===== config.mk =====
export PLATFORM = sky130hd
export DESIGN_NAME = ex_flag_stage_flat
export DESIGN_NICKNAME = d
export VERILOG_FILES = /design/src/rtl/ex_flag_stage_if.sv /design/src/rtl/ex_flag_stage.sv /design/src/flat_wrapper.sv
export SDC_FILE = /design/constraint.sdc
export NUM_CORES = 1
export LEC_CHECK = 0
export ABC_AREA = 1
export BUFFER_PORTS_ARGS = -buffer_cell sky130_fd_sc_hd__buf_2
export CORE_MARGIN = 2
export CORE_UTILIZATION = 54
export CTS_BUF_LIST = sky130_fd_sc_hd__clkbuf_8
export CTS_CLUSTER_DIAMETER = 60
export DETAILED_ROUTE_END_ITERATION = 8
export PLACE_DENSITY = 0.89
export RECOVER_POWER = 50
export SYNTH_ARGS = -nofsm -noshare
export SYNTH_HDL_FRONTEND = slang
export SYNTH_SLANG_ARGS = --single-unit

===== constraint.sdc =====
create_clock -name clk -period 2.6 [get_ports clk]
set_input_delay 0.52 -clock clk [delete_from_list [all_inputs] [get_ports clk]]
set_output_delay 0.52 -clock clk [all_outputs]
set_load 0.1 [all_outputs]

===== src/rtl/ex_flag_stage_if.sv =====
// Upstream instruction bus into the execute/flag stage.
interface ex_flag_stage_if #(
  parameter int unsigned DW = 16,
  parameter int unsigned RW = 4
);
  logic          in_valid;
  logic          in_ready;
  logic          in_is_alu;
  logic [2:0]    in_op;
  logic [DW-1:0] in_result;
  logic [2:0]    in_flags;
  logic [RW-1:0] in_dst;
  logic          in_we;
  logic          in_is_branch;
  logic [2:0]    in_cond;
  logic [DW-1:0] in_pc_inc;
  logic [8:0]    in_br_off;

  modport master (
    output in_valid, in_is_alu, in_op, in_result, in_flags, in_dst, in_we,
    output in_is_branch, in_cond, in_pc_inc, in_br_off,
    input  in_ready
  );

  modport slave (
    input  in_valid, in_is_alu, in_op, in_result, in_flags, in_dst, in_we,
    input  in_is_branch, in_cond, in_pc_inc, in_br_off,
    output in_ready
  );
endinterface


===== src/rtl/ex_flag_stage.sv =====
// Execute-to-memory stage: registers ALU result, owns the {Z, V, N} flag register and
// resolves conditional branches against the committed flags.
module ex_flag_stage #(
  parameter int unsigned DW = 16,
  parameter int unsigned RW = 4
) (
  input  logic                clk,
  input  logic                rst_n,
  input  logic                stall,
  input  logic                flush,
  ex_flag_stage_if.slave      bus,
  output logic                out_valid,
  output logic [DW-1:0]       out_result,
  output logic [RW-1:0]       out_dst,
  output logic                out_we,
  output logic [2:0]          flags_q,
  output logic                br_taken,
  output logic [DW-1:0]       br_target
);

  localparam logic [2:0] OpAdd  = 3'b000;
  localparam logic [2:0] OpSub  = 3'b001;
  localparam logic [2:0] OpNand = 3'b010;
  localparam logic [2:0] OpXor  = 3'b011;
  localparam logic [2:0] OpInc  = 3'b100;

  logic          accept;
  logic [2:0]    flags_d;
  logic          cond_true;
  logic [DW-1:0] target;
  logic          z, v, n;

  assign bus.in_ready = !stall;
  assign accept       = bus.in_valid & !stall & !flush;

  assign z = flags_q[2];
  assign v = flags_q[1];
  assign n = flags_q[0];

  // Next flag value for an ALU op; logic ops only own Z, shifts leave flags alone.
  always_comb begin
    flags_d = flags_q;
    if (bus.in_is_alu) begin
      unique case (bus.in_op)
        OpAdd, OpSub, OpInc: flags_d = bus.in_flags;
        OpNand, OpXor:       flags_d = {bus.in_flags[2], flags_q[1:0]};
        default:             flags_d = flags_q;
      endcase
    end
  end

  // Branch condition against the committed (pre-update) flags.
  always_comb begin
    cond_true = 1'b0;
    unique case (bus.in_cond)
      3'b000:  cond_true = !z;
      3'b001:  cond_true = z;
      3'b010:  cond_true = !z & !n;
      3'b011:  cond_true = n;
      3'b100:  cond_true = z | (!z & !n);
      3'b101:  cond_true = n | z;
      3'b110:  cond_true = v;
      default: cond_true = 1'b1;
    endcase
  end

  // Target wraps modulo 2^DW.
  assign target = bus.in_pc_inc + {{(DW-9){bus.in_br_off[8]}}, bus.in_br_off};

  // Pipeline, flag and branch registers; flush beats stall beats accept.
  always_ff @(posedge clk or negedge rst_n) begin
    if (!rst_n) begin
      out_valid  <= 1'b0;
      out_result <= '0;
      out_dst    <= '0;
      out_we     <= 1'b0;
      flags_q    <= 3'b000;
      br_taken   <= 1'b0;
      br_target  <= '0;
    end else if (flush) begin
      out_valid <= 1'b0;
      out_we    <= 1'b0;
      br_taken  <= 1'b0;
    end else if (!stall) begin
      if (accept) begin
        out_valid  <= 1'b1;
        out_result <= bus.in_result;
        out_dst    <= bus.in_dst;
        out_we     <= bus.in_we;
        flags_q    <= flags_d;
        br_taken   <= bus.in_is_branch & cond_true;
        if (bus.in_is_branch) begin
          br_target <= target;
        end
      end else begin
        out_valid <= 1'b0;
        out_we    <= 1'b0;
        br_taken  <= 1'b0;
      end
    end
  end

endmodule


===== src/flat_wrapper.sv =====
// flat-port wrapper written by rule: the top's interface ports become plain ports
module ex_flag_stage_flat 
#(
  parameter int unsigned DW = 16,
  parameter int unsigned RW = 4
)
  (clk, rst_n, stall, flush, out_valid, out_result, out_dst, out_we, flags_q, br_taken, br_target, bus_in_valid, bus_in_is_alu, bus_in_op, bus_in_result, bus_in_flags, bus_in_dst, bus_in_we, bus_in_is_branch, bus_in_cond, bus_in_pc_inc, bus_in_br_off, bus_in_ready);
  ex_flag_stage_if #(.DW(DW), .RW(RW)) bus_i ();
  input  logic clk;
  input  logic rst_n;
  input  logic stall;
  input  logic flush;
  output logic out_valid;
  output logic [DW-1:0] out_result;
  output logic [RW-1:0] out_dst;
  output logic out_we;
  output logic [2:0] flags_q;
  output logic br_taken;
  output logic [DW-1:0] br_target;
  input wire logic [$bits(bus_i.in_valid)-1:0] bus_in_valid;
  input wire logic [$bits(bus_i.in_is_alu)-1:0] bus_in_is_alu;
  input wire logic [$bits(bus_i.in_op)-1:0] bus_in_op;
  input wire logic [$bits(bus_i.in_result)-1:0] bus_in_result;
  input wire logic [$bits(bus_i.in_flags)-1:0] bus_in_flags;
  input wire logic [$bits(bus_i.in_dst)-1:0] bus_in_dst;
  input wire logic [$bits(bus_i.in_we)-1:0] bus_in_we;
  input wire logic [$bits(bus_i.in_is_branch)-1:0] bus_in_is_branch;
  input wire logic [$bits(bus_i.in_cond)-1:0] bus_in_cond;
  input wire logic [$bits(bus_i.in_pc_inc)-1:0] bus_in_pc_inc;
  input wire logic [$bits(bus_i.in_br_off)-1:0] bus_in_br_off;
  output wire logic [$bits(bus_i.in_ready)-1:0] bus_in_ready;
  assign bus_i.in_valid = bus_in_valid;
  assign bus_i.in_is_alu = bus_in_is_alu;
  assign bus_i.in_op = bus_in_op;
  assign bus_i.in_result = bus_in_result;
  assign bus_i.in_flags = bus_in_flags;
  assign bus_i.in_dst = bus_in_dst;
  assign bus_i.in_we = bus_in_we;
  assign bus_i.in_is_branch = bus_in_is_branch;
  assign bus_i.in_cond = bus_in_cond;
  assign bus_i.in_pc_inc = bus_in_pc_inc;
  assign bus_i.in_br_off = bus_in_br_off;
  assign bus_in_ready = bus_i.in_ready;
  ex_flag_stage #(.DW(DW), .RW(RW)) u_core (.clk(clk), .rst_n(rst_n), .stall(stall), .flush(flush), .bus(bus_i), .out_valid(out_valid), .out_result(out_result), .out_dst(out_dst), .out_we(out_we), .flags_q(flags_q), .br_taken(br_taken), .br_target(br_target));
endmodule

Word-level counts from Yosys, hierarchy flattened. Index checks and enable logic that the tools add are counted.

Equality and inequality tests: 11. Add/sub/neg operators: 1. Reduce and logical (&&, ||, !) cells: 13. Bitwise gates (word level): 9. Multiplexer cells: 11.

Operator list (number): adder 16 bit (1); == test 3 x 2 -> 1 bit, second input constant (4); == test 3 bit, second input constant (4); two-way mux 1 bit (9); case mux 1 bit (7 select lines) (1); == test 3 x 1 -> 1 bit, second input constant (2); zero test 3 bit (2); case mux 3 bit (2 select lines) (1); AND reduction 6 bit (1); AND reduction 5 bit (1); bitwise AND 1 bit (4); zero test 1 bit (4); AND reduction 4 bit (1); NOT 1 bit (3); AND reduction 3 bit (1); OR reduction 3 bit (1); != test 2 x 1 -> 1 bit, second input constant (1); bitwise OR 1 bit (2); nonzero test 2 bit (1); OR reduction 2 bit (1).

Output and inout port bits: 43. Logic and storage cells: 53. Input bits: 62. Register bits: 42.

Depth between registers and ports, before layout. Gate-level depths: netlist of run 1.

Word-level depth: 8. Depth in mapped cells: 11. Depth with buffers taken out: 11.

Least setup slack after synthesis of run 1. Ideal clock, no wire load.

Path kind: input to register. Start: input bus_in_br_off[0]. End: register u_core.br_target[12]. Setup time: 0.120 ns. Cell stages on the path: 11. Path buffers: 0. Path slack: 0.842 ns. Data required time: 2.480 ns. Arrival: 1.638 ns. Cell sequence: ha_1 > inv_1 > fa_1 > inv_1 > nand3_1 > nand3_1 > nand3_1 > nand3_1 > nand2_1 > nand3_1 > nand2_1.

Word-level cells in the longest chain between the ends: 1.

Ends and longest elaborated chain: start: declaration (RTL line flat_wrapper.sv:30) `input wire logic [$bits(bus_i.in_br_off)-1:0] bus_in_br_off;`; adder 16 bit (RTL line ex_flag_stage.sv:68) `assign target = bus.in_pc_inc + {{(DW-9){bus.in_br_off[8]}}, bus.in_br_off};`; end signal: assignment (RTL line ex_flag_stage.sv:93) `br_target <= target;`; end: declaration (RTL line ex_flag_stage.sv:18) `output logic [DW-1:0] br_target`.

No other way between the ends. A chain may end at the register's enable or synchronous reset.

Final worst setup path of run 1.
Start: input bus_in_br_off[8]. End: register u_core.br_target[14].

The elaborated chain is that of the path after synthesis.

==> results.md, run 1 <==
- The run finished with clean final reports.
- Data on the critical path is required at its endpoint by between 2000 and 3000 ps.
- The worst setup path is captured at a flop.
- At the end of the flow, the number of nets in the layout was 510.
- The final setup skew is 0.285 ps.
- For this design, the slowest cell found on the critical path is ha_1.
- The number of DRC markers in iteration 0 is 120.
- In this run the post-CTS setup repair buffer count came out at 0.
- The clock slew seen by the registers of the worst setup and hold paths is 80 ps.
- During synthesis, Yosys emitted a total of 0 warnings.
- The final number of hold-violating endpoints came to 0.
- The final count of pins violating max slew is 0.
- The post-route netlist has between 20% and 30% of its cells at a drive strength greater than 1.
- Once layout is done, the placed cells without fillers occupy 3290 µm².
- For this run, the top clock speed supported by timing is 581 MHz.
- Summed over all cells, the static leakage comes to 1.93 nW.
- The data arrival time of the worst path is about 1900 ps.
- Summing over every cut layer, the via total after detailed routing is approximately 2,500.
- Traced cell by cell, the critical path runs through buf_2, ha_1, a21oi_1, nand2_1, a21oi_1, nand3_1, nand3_1, nand2_1.
- met2 is the most crowded layer.
- The peak ir drop on the vdd network is 0.661 mV.
- In the synthesized netlist, the number of instances is around 330.
- The number of cells upsized or downsized after cts is 0.
- The summed negative setup slack over all endpoints is 0 ps.
- The count of buffers inserted at the top-level ports is ~100.
- In the global route stage, met3 resource usage came out at 4.61%.
- The via count of the first global-routing pass was 2,395.
- The post-synthesis net count is 403.
- The per-cell routed wire length is roughly 13 µm.
- The estimated wirelength of the detail-placed design is 5150 µm.
- Fill cells in the final layout number between 400 and 500.
- During I/O placement, the number of pins put on the boundary was 105.
- The initial utilization of the core area, before any placement, comes to 56.3%.
- The number of routed nets with antenna violations is 0.
- The die covers 5500 µm².
- The number of max-cap violations is 0.
- The clock insertion delay at the later pin of the skew report is 290 ps.
- Power spread over the standard cell area amounts to slightly below 900 nW/µm².
- TritonCTS built the clock tree.
- The number of antenna diodes is 0.
- The overall overflow remaining after global route is 0.
- Compared with the post-synthesis result, the final layout area differs by 23.7%.
- From left edge to right edge, the die measures 74.2 µm.
- Setup repair after global routing left no endpoint under its margin.
- The initial antenna violation count came to 0.
- The cell sitting at the root of the clock tree is a clkbuf_8.
- The core region is between 4000 and 5000 µm².
- The first detailed-routing pass ran for 4 iterations.
- The design draws 2.89 mW.
- The remaining max-slew budget at the tightest pin is 32.1%.
- For met1 alone, demand over resource in global routing was 26.7%.
- The die is 74.2 µm tall.
- Clock tree synthesis inserted a total of 5 buffers.
- The tightest min-delay check is of the in2async type.
- The first global-routing pass estimated approximately 10000 µm of wire.
- The final weighted congestion of routability-driven global placement is 0.972.
- The portion of the post-synthesis area used by sequential elements is 39.5%.
- The post-route DRC violation count is 0.
- The placed instances occupy a cell area of 3230 µm².
- The global-route usage over all layers is 23.6%.
- The number of setup violations in the final report is 0.
- The number of hold buffers added after CTS was 0.
- The critical path class is in2reg.
- The H-tree was split into 2 levels.
- Entering global routing, the biggest net connects 43 pins.
- The post-route fraction of the period consumed by the critical path is 66.2%.
- Dividing the detail-routed via count by the number of cells gives approximately 5.0.
- The total number of clock tree sinks is 42.
- The detailed-route wire length is 6390 µm.
- The count of different cell masters after synthesis is 31.
- The critical path startpoint category is a primary input.
- The final core utilization is 69.6%.
- Among cell families on the critical path, the largest total delay comes from compound AO/OA/AOI/OAI gates.
- Counting I/O delays and the setup requirement, the final critical path takes approximately 1700 ps.
- The flop and latch count out of synthesis is 42.
- Summing every instance area after synthesis gives about 2700 µm².
- For this run, the slowest stage of the critical path takes roughly 370 ps.
- The total buffers and inverters traversed by the critical path is 1.
- In this run the worst path has a maximum fanout of 8.
- The average cell area after synthesis is 8.18 µm².
- At the pin with the least slew margin, the transition time is 1020 ps.
- The met2 track demand over resource is 43.2%.
- No sink is reached through more buffers than the 2 on the longest clock path.
- The floorplan has 25 rows.
[power by group]
part / internal, mW / leakage [nW] / switching, mW
clock: 0.288 / 0.0585 / 0.231
sequential: 0.780 / 0.510 / 0.0701
combinational: 0.269 / 1.36 / 1.26
[final timing paths]
| path | from | endpoint | slack (ps) | cells past startpoint |
|---|---|---|---|---|
| worst max-delay path | bus_in_br_off[8] | u_core.br_target[14] | 880 | 8 |
| worst min register to register | u_core.br_target[8] | u_core.br_target[8] | 490 | 2 |
| max in group asynchronous | rst_n | u_core.br_target[12] | 1590 | 1 |
| min in group clk | bus_in_result[8] | u_core.out_result[8] | 430 | 2 |
| worst max register to register | u_core.flags_q[2] | u_core.br_taken | 1500 | 6 |
| worst min-delay path | rst_n | u_core.out_result[14] | 390 | 1 |
[cells in the mapped netlist]
library cell | number | area (µm²)
nand2_1 | 115 | 432
inv_1 | 45 | 169
dfrtp_1 | 42 | 1050
nand3_1 | 27 | 135
mux2_4 | 18 | 270
ha_1 | 15 | 188
nor2_1 | 11 | 41.3
a21oi_1 | 8 | 40.0
o21ai_0 | 8 | 40.0
inv_2 | 4 | 15.0
nand3b_1 | 3 | 22.5
nand4_1 | 3 | 18.8
nor3_1 | 3 | 15.0
buf_6 | 2 | 22.5
mux2_2 | 2 | 22.5
or2_0 | 2 | 12.5
xnor2_1 | 2 | 17.5
xor2_1 | 2 | 17.5
a21oi_2 | 1 | 8.76
a31oi_1 | 1 | 6.26
and2_1 | 1 | 6.26
buf_2 | 1 | 5.00
buf_4 | 1 | 7.51
fa_1 | 1 | 20.0
nand3_4 | 1 | 17.5
nand4_4 | 1 | 21.3
nor2_2 | 1 | 6.26
o2111ai_1 | 1 | 8.76
o22a_1 | 1 | 8.76
o22ai_1 | 1 | 6.26
or2_1 | 1 | 6.26
[state kept, by name, summed over array words and instances (netlist names)]
name / flops
u_core.br_target: 16
u_core.flags_q: 3
u_core.out_dst: 4
u_core.out_valid: 1
u_core.out_result: 16
u_core.br_taken: 1
u_core.out_we: 1
[layout make-up]
| class | instances | area (µm²) | area share, % |
|---|---|---|---|
| clock buffers | 5 | 68.8 | 2.09 |
| clock inverters | 3 | 43.8 | 1.33 |
| inverters | 49 | 184 | 5.59 |
| multi-input cells | 230 | 1340 | 40.6 |
| flip-flops and latches | 42 | 1050 | 32.0 |
| well taps | 67 | 83.8 | 2.55 |
| repair buffers | 104 | 520 | 15.8 |
[through the flow]
| stage | hold WS, ps | setup WS (ps) | std cells |
|---|---|---|---|
| final | 387 | 878 | 500 |
| after global routing | 435 | 753 | 500 |
| after CTS | 380 | 878 | 500 |
| after detailed placement | 465 | 605 | 492 |
| after global placement | 461 | 684 | 492 |
| after floorplan | 224 | 842 | 325 |
[worst reg2reg max path, delay by kind of cell (launching register included)]
family / cells / cell delay, ps
flops: 1 / 380
simple gates: 3 / 230
buf+inv: 1 / 110
compound gates: 2 / 270
[cells in the final DEF (no fill, tap or decap), types with 4 or more instances in the layout]
cell type	instances
buf_2	103
nor2_1	11
nand2_1	115
o21ai_0	8
a21oi_1	8
dfrtp_1	42
mux2_1	14
inv_1	47
ha_1	15
mux2_4	4
nand3_1	27
clkbuf_8	5
[layer usage]
metal	share of wire (%)	routed length, µm	vias to the layer above
li1	-	-	1256
met1	40	2530	1104
met2	51	3250	108
met3	6.3	403	19
met4	3.2	202	0
met5	0	0	-
[cells by family after synthesis]
| kind of cell | synth area share, % |
|---|---|
| and+or+nand+nor | 27.6 |
| buffers and inverters | 8.23 |
| DFF | 39.5 |
| AOI/OAI and AO/OA | 4.47 |
| muxes | 11.0 |
| adders and majority gates | 7.81 |
| xor gates and xnor gates | 1.32 |
(Power assumes the default switching activity.)
==> run 2, diff against run 1 <==
--- a/config.mk
+++ b/config.mk
@@ -8,11 +8,11 @@
 export ABC_AREA = 1
 export BUFFER_PORTS_ARGS = -buffer_cell sky130_fd_sc_hd__buf_2
 export CORE_MARGIN = 2
-export CORE_UTILIZATION = 54
+export CORE_UTILIZATION = 46
 export CTS_BUF_LIST = sky130_fd_sc_hd__clkbuf_8
 export CTS_CLUSTER_DIAMETER = 60
 export DETAILED_ROUTE_END_ITERATION = 8
-export PLACE_DENSITY = 0.89
+export PLACE_DENSITY = 0.8
 export RECOVER_POWER = 50
 export SYNTH_ARGS = -nofsm -noshare
 export SYNTH_HDL_FRONTEND = slang
==> constraint.sdc (replaced) <==
create_clock -name clk -period 1.44 [get_ports clk]
set_input_delay 0.288 -clock clk [delete_from_list [all_inputs] [get_ports clk]]
set_output_delay 0.288 -clock clk [all_outputs]
set_load 0.1 [all_outputs]
==> run 2 against run 1 <==
Compared with the run above:
- count of clock-buffer cells in the layout did not move
- non-clock buffer count rose by 21
- register-to-register slack got worse by 1200 ps
- critical path type unchanged
- core utilization fell by 6.5 points
- sequential share of layout area fell by 1.8 points
- power rose by 77%
- cell count rose by 5.2%
- hold slack got worse by 170 ps
- critical path depth fell by 3
==> results.md, run 2 (synthesis results as in run 1) <==
- The worst path in the final design needs a cycle of 1410 ps, including I/O delays and setup.
- Setup violations remaining at the end of the flow were counted as 0.
- After detailed routing, the total wire length is 6500 µm.
- The met1 wire length is roughly 2700 µm.
- The number of max-cap violations is 0.
- The highest metal layer carrying signal wires in the routed design is met4.
- The final layout contains 531 nets.
- The layout-stage area growth over the synthesis result is 31.4%.
- The core region area is between 5000 and 6000 µm².
- The number of placement rows is 27.
- Clock-pin slew was measured on the worst setup and hold paths at 90 ps.
- In the routed design, unresolved DRC markers number 0.
- The most common library cell in the layout ignoring fill and taps is nand2_1.
- The final weighted congestion of routability-driven global placement is 0.967.
- Summed over all layers, the global routing overflow is 0.
- At the pin with the least slew margin, the transition time is approximately 550 ps.
- The H-tree generated during clock tree synthesis spans 2 levels.
- The critical path class is in2reg.
- The clock reaches the later pin of the worst-skew pair after 290 ps.
- The height of the die is 80.0 µm.
- The final count of pins violating max slew is 0.
- Registers take between 1000 and 1500 µm².
- The tightest hold margin is 212 ps.
- The first-pass iteration count of the detailed router is 4.
- The worst setup path is captured at a flop.
- The data arrival time of the worst path is approximately 1600 ps.
- Detailed routing placed a total of 457 µm of wire on met3.
- The run finished with clean final reports.
- The final-layout fill cell count is 524.
- The critical path startpoint category is a primary input.
- The global-route usage over all layers is 20.6%.
- Using the TritonRoute via totals, the vias-per-cell ratio works out to 4.85.
- The number of buffers added for setup after CTS is 0.
- The count of buffers inserted at the top-level ports is 104.
- The launching point of the worst reg2reg path is u_core.flags_q[2].
- The end of the worst register-to-register path is u_core.br_taken.
- The estimated wirelength of the detail-placed design is 5290 µm.
- The TritonCTS clock tree is built.
- For this design the ratio of total power to cell area is approximately 1500 nW/µm².
- Dividing the final minimum period by the clock period gives 97.7%.
- The largest registers in the layout are u_core.br_target (16), u_core.out_result (16), u_core.out_dst (4).
- The die covers 6400 µm².
- Counting the buffers created by CTS gives 5.
- The initial cell density of the core is 48.0%.
- Clock tree synthesis selected as its root buffer the cell clkbuf_8.
- The number of antenna diodes in the final layout is 0.
- Summing over every cut layer, the via total after detailed routing is 2,553.
- The fmax is about 700 MHz.
- In the final layout, the multi-input gates occupy around 1400 µm².
- The first global-routing pass estimated 10,500 µm of wire.
- Along the worst path, the maximum fanout reaches 18.
- Across all register-to-register paths, the minimum setup slack is 300 ps.
- The longest clock path from root to sink contains 2 buffers.
- The wire length on met2 is roughly 3300 µm.
- In this run the static leakage power is 2.06 nW.
- The depth of the worst hold-timing path is 2.
- The top cell types in the final layout, fill and taps aside, are nand2_1 (114), buf_2 (102), inv_1 (46), dfrtp_1 (40), nand3_1 (23).
- The I/O pin count is between 100 and 150.
- The initial antenna violation count is 0.
- The number of DRC markers in iteration 0 is 94.
- The fraction of final layout cells sized beyond drive strength 1 is a little over a third.
- The maximum number of pins on one net before global-route repair is 20.
- The number of cells on the worst reg-to-reg path is 6.
- The final number of hold-violating endpoints was 0.
- In this run the most critical hold path is launched from bus_in_result[3].
- Measured against its own limit, the worst slew margin works out to 63.4%.
- Between clock sinks in the finished design, the worst skew comes to 7.61 ps.
- IR analysis of the VDD net gives a maximum drop of around 1.6 mV.
- Setup repair after global routing could not meet its margin everywhere.
- The total chip power is 5.13 mW.
- The terminating pin of the worst hold path is u_core.out_result[3].
- The detail route stage leaves a number of antenna-violating nets equal to 0.
- The per-cell routed wire length is 12.4 µm.
- The worst hold path belongs to the class in2reg.
- The total number of clock tree sinks is 42.
- In this run the horizontal extent of the chip is 80.0 µm.
- The via count of the first global-routing pass is 2,387.
- For the worst setup path, the data required time is between 1500 and 2000 ps.
run 2: changes by cell type in the layout (fill, tap and decap cells not counted), moves of 2 or more:
cell,change
buf_4,+17
mux2_1,-8
mux2_4,+8
clkbuf_2,+4
nand3_1,-4
nand3_2,+4
dfrtp_1,-2
dfrtp_2,+2
run 2: worst max-delay path by stage:
stage / startpoint / end / cells after the start
after floorplan: u_core.flags_q[1] / u_core.br_taken / 4
after detailed placement: bus_in_br_off[8] / u_core.br_target[15] / 10
final: flush / u_core.out_result[10] / 5
after global placement: bus_in_br_off[0] / u_core.br_target[14] / 12
after CTS: u_core.out_result[4] / out_result[4] / 1
after global routing: bus_in_br_off[8] / u_core.br_target[15] / 11
run 2: power breakdown:
part | leakage [nW] | internal, mW | switching, mW
sequential | 0.509 | 1.41 | 0.123
combinational | 1.50 | 0.577 | 2.28
clock | 0.0493 | 0.335 | 0.398
run 2: timing repair:
| action | in CTS | in global routing |
|---|---|---|
| gates resized for setup | 0 | 3 |
| setup endpoints to repair | 0 | 5 |
| hold buffers | 1 | 0 |
| endpoints found under the hold margin | 17 | 0 |
run 2: final cells by class:
class                      count  area share [%]
multi-input combinational    230            40.2
sequential                    42            30.1
timing repair buffer         125            19.3
inverter                      49            5.33
tap                           72            2.58
clock buffer                   5            1.97
clock inverter                 3           0.501
run 2: per-stage QoR:
| step | instance area [µm²] | util (%) | setup WS [ps] | instances | TNS, ps |
|---|---|---|---|---|---|
| 2_1_floorplan | 2690 | - | -19.2 | 325 | -19.2 |
| 3_3_place_gp | 3450 | 62.2 | -182 | 517 | -1640 |
| 3_5_place_dp | 3450 | 62.2 | -204 | 517 | -2030 |
| 4_1_cts | 3540 | 64.0 | 46.2 | 526 | 0 |
| 5_1_grt | 3490 | 63.1 | -34.9 | 526 | -168 |
| 6_report | 3490 | 63.1 | 33.4 | 526 | 0 |
run 2: worst max-delay path, cell delays in order:
cell	delay (ps)
buf_2	90
inv_1	210
nand3_4	160
clkbuf_2	390
mux2_1	430
run 2: per-layer routing:
metal  vias to the layer above  global-route usage (%)
li1                       1292                       -
met1                      1180                    24.5
met2                        73                    37.3
met3                         8                    5.66
met4                         0                    3.90
met5                         -                       0
==> run 3, diff against run 2 <==
--- a/config.mk
+++ b/config.mk
@@ -7,12 +7,14 @@
 export LEC_CHECK = 0
 export ABC_AREA = 1
 export BUFFER_PORTS_ARGS = -buffer_cell sky130_fd_sc_hd__buf_2
+export CELL_PAD_IN_SITES_DETAIL_PLACEMENT = 1
+export CELL_PAD_IN_SITES_GLOBAL_PLACEMENT = 1
 export CORE_MARGIN = 2
-export CORE_UTILIZATION = 46
+export CORE_UTILIZATION = 32
 export CTS_BUF_LIST = sky130_fd_sc_hd__clkbuf_8
 export CTS_CLUSTER_DIAMETER = 60
 export DETAILED_ROUTE_END_ITERATION = 8
-export PLACE_DENSITY = 0.8
+export PLACE_DENSITY = 0.79
 export RECOVER_POWER = 50
 export SYNTH_ARGS = -nofsm -noshare
 export SYNTH_HDL_FRONTEND = slang
==> run 3 against run 2 <==
Compared with the run above:
- maximum frequency increased by 0.29%
- wire length is 18% higher
- sequential cell count stayed put
- first-iteration DRC count shrank 63%
- clock power is 5.9% higher
- non-clock buffer count is 6 higher
- critical path depth is 4 lower
- sequential power is essentially flat
- critical endpoint is now flags_q[0]
- die area increased by 41%
- combinational power rose by 4%
- highest routed layer unchanged
- sequential share of layout area decreased by 1.8 points
- hold slack got worse by 5.1 ps
==> results.md, run 3 (synthesis results as in run 1) <==
- The CTS buffer count is 5.
- The ratio of total power to cell area is 1420 nW/µm².
- The core region area is about 8100 µm².
- The wire length of the first global-routing pass is 12,100 µm.
- The tightest hold path in the finished design has a slack of 207 ps.
- The layout-stage area growth over the synthesis result is 40.0%.
- The clock slew seen by the registers of the worst setup and hold paths is 90 ps.
- The post-route non-filler standard cell count is 565.
- The library cell used most frequently in the layout, excluding fill and tap cells, is nand2_1.
- After legalization and detailed placement, the total HPWL measured 6360 µm.
- The footprint of the multi-input gates is 1470 µm².
- The number of placement rows is 33.
- Across the whole layout, storage elements account for 1050 µm².
- The height of the die is 95.2 µm.
- Across every metal layer, demand over resource in global routing totals roughly 17%.
- Leaving out fill and tap cells, the most frequent cells in the layout are nand2_1 (114), buf_2 (99), inv_1 (44), dfrtp_1 (40), buf_4 (25).
- The terminating pin of the worst hold path is u_core.out_result[2].
- The via count of the first global-routing pass was 2,645.
- The net switching component of the power is 2.89 mW.
- The final count of pins violating max slew came to 0.
- The post-route fraction of the period consumed by the critical path is 97.4%.
- The hold path startpoint is bus_in_result[2].
- The overall die area is between 9000 and 10,000 µm².
- The final number of hold-violating endpoints came to 0.
- The largest registers in the layout are u_core.br_target (16), u_core.out_result (16), u_core.out_dst (4).
- The maximum number of pins on one net before global-route repair is between 40 and 50.
- In this run, the number of DRC markers left after iteration 0 of detailed routing was 35.
- After detailed routing, the number of vias per cell comes to 4.64.
- For the pin with the worst max-slew slack, the measured transition is between 500 and 600 ps.
- VDD sags by at most 0.467 mV.
- The worst hold path belongs to the class in2reg.
- Max-cap violations in this run came to 0.
- Internal power comes to 2.40 mW.
- The clock insertion delay at the later pin of the skew report is 290 ps.
- Registers are responsible for 29.0% of the overall power.
- The cell leakage power is 2.07 nW.
- The repair_antennas step left the layout with diodes totalling 0.
- In the final routed layout, each cell accounts on average for 13.6 µm.
- Combinational logic is responsible for 56.3% of the overall power.
- The TritonCTS clock tree is built.
- Based on the critical path, the design can be clocked at up to between 700 and 800 MHz.
- On the final layout, the worst clock skew is roughly 0.77 ps.
- The data arrival time of the worst path is 1110 ps.
- The run finished with clean final reports.
- Global routing finished with a remaining overflow of 0.
- The share of total power dissipated in the clock network is 14.7%.
- For this block, the routed nets add up to 7690 µm of wire.
- Buffers added to address setup during post-CTS repair amount to 0.
- Setup violations remaining at the end of the flow were counted as 0.
- The total number of clock tree sinks is 42.
- At the worst endpoint, the required time is approximately 1200 ps.
- The nature of the critical path endpoint is an output port.
- The post-route DRC violation count is 0.
- The final weighted congestion of routability-driven global placement is approximately 0.79.
- For this run, the detailed router's first-pass iteration total came to 4.
- The highest net fanout along the worst path is 4.
- The H-tree depth reported by CTS is 2.
- The number of buffers between clock root and the deepest sink is 2.
- The startpoint identified for the worst register-to-register timing path is u_core.flags_q[2].
- The via total after detailed routing is 2,619.
- The die extent in x is 95.2 µm.
- The I/O pin count is 105.
- Setup repair after global routing could not meet its margin everywhere.
- At the end of the flow, the number of nets in the layout was 537.
- The filler cells instantiated in the layout total 1,038.
- The number of cells on the worst reg-to-reg path is 6.
- The total buffers and inverters traversed by the critical path is 1.
- The critical path class is reg2out.
- The slowest stage of the critical path is the buf_2 cell.
- The endpoint identified for the worst register-to-register timing path is u_core.br_taken.
- The cell at the root of the clock tree is clkbuf_8.
- The worst hold path was traced through 2 stages.
- The initial cell density of the core is between 30% and 40%.
- The detail route stage leaves a number of antenna-violating nets equal to 0.
- The worst reg-to-reg setup slack is 280 ps.
- The critical path goes through buf_2.
- After layout, the minimum clock period comes to 1400 ps.
- The critical path startpoint category is a flop.
- The largest stage delay on the critical path is 430 ps.
- In this run switching power makes up 54.6% of total power.
- The count of buffers inserted at the top-level ports is between 100 and 150.
- The remaining max-slew budget at the tightest pin is approximately 61%.
- The fraction of final layout cells sized beyond drive strength 1 is 37.6%.
- The initial antenna violation count was 0.
- The number of placed instances with taps included is 556.
- The cell family with the largest share of critical-path delay is buffers and inverters.
-- run 3: cell types whose count changed in the layout (fill, tap and decap cells not counted), sizes merged --
| cell | change |
|---|---|
| buf | +9 |
| clkbuf | -3 |
| clkinv | -2 |
| clkinvlp | +2 |
-- run 3: worst register-to-register path, cell delays in order (launching register included) --
cell,delay [ps]
dfrtp_2,400
inv_1,120
nand2_1,110
o21ai_0,180
o2111ai_1,120
nand3_1,80
nand2_1,50
-- run 3: layout make-up --
cell class,count,area share (%)
Tap cell,105,3.53
Sequential cell,42,28.3
Timing Repair Buffer,131,21.2
Clock buffer,5,1.85
Multi-Input combinational cell,230,39.5
Clock inverter,3,0.639
Inverter,49,5.01
-- run 3: metrics by stage --
stage                     setup slack [ps]  total power, mW  instance area [µm²]  TNS (ps)  utilization (%)
final                                 37.5             5.28                 3720         0             45.8
after global routing                 -3.17             5.56                 3720     -3.58             45.8
after CTS                             20.8             5.38                 3680         0             45.2
after detailed placement              -278             4.57                 3580     -2430             44.0
after global placement                -229             4.51                 3580     -1980             44.0
after floorplan                      -19.2             3.86                 2690     -19.2                -
-- run 3: power by group through the flow --
stage	Sequential (mW)	Clock [mW]	Combinational (mW)
floorplan	3.25	0	0.607
global placement	1.55	0	2.96
detailed placement	1.56	0	3.01
CTS	1.54	0.818	3.02
global route	1.56	0.869	3.13
finish	1.53	0.777	2.97
-- run 3: layer usage --
metal / track usage (%) / up-vias / part of all wire, %
met5: 0 / - / 0
met4: 3.38 / 0 / 1.1
met3: 3.24 / 8 / 6.5
met2: 29.9 / 85 / 50
met1: 21.2 / 1221 / 43
li1: - / 1305 / -
-- run 3: worst max path at each step --
stage,slack [ps],endpoint,start,cells past startpoint
after floorplan,-20,u_core.br_taken,u_core.flags_q[1],4
after global placement,-230,u_core.br_target[10],bus_in_br_off[0],12
after detailed placement,-280,u_core.br_target[13],bus_in_br_off[8],10
after CTS,20,flags_q[1],u_core.flags_q[1],1
after global routing,-3,u_core.br_target[15],bus_in_br_off[8],10
final,40,flags_q[0],u_core.flags_q[0],1
-- run 3: timing repair --
action / CTS / global route
setup endpoints to repair: 0 / 7
hold endpoints to repair: 42 / 0
hold buffers: 1 / 0
resized for setup: 0 / 17
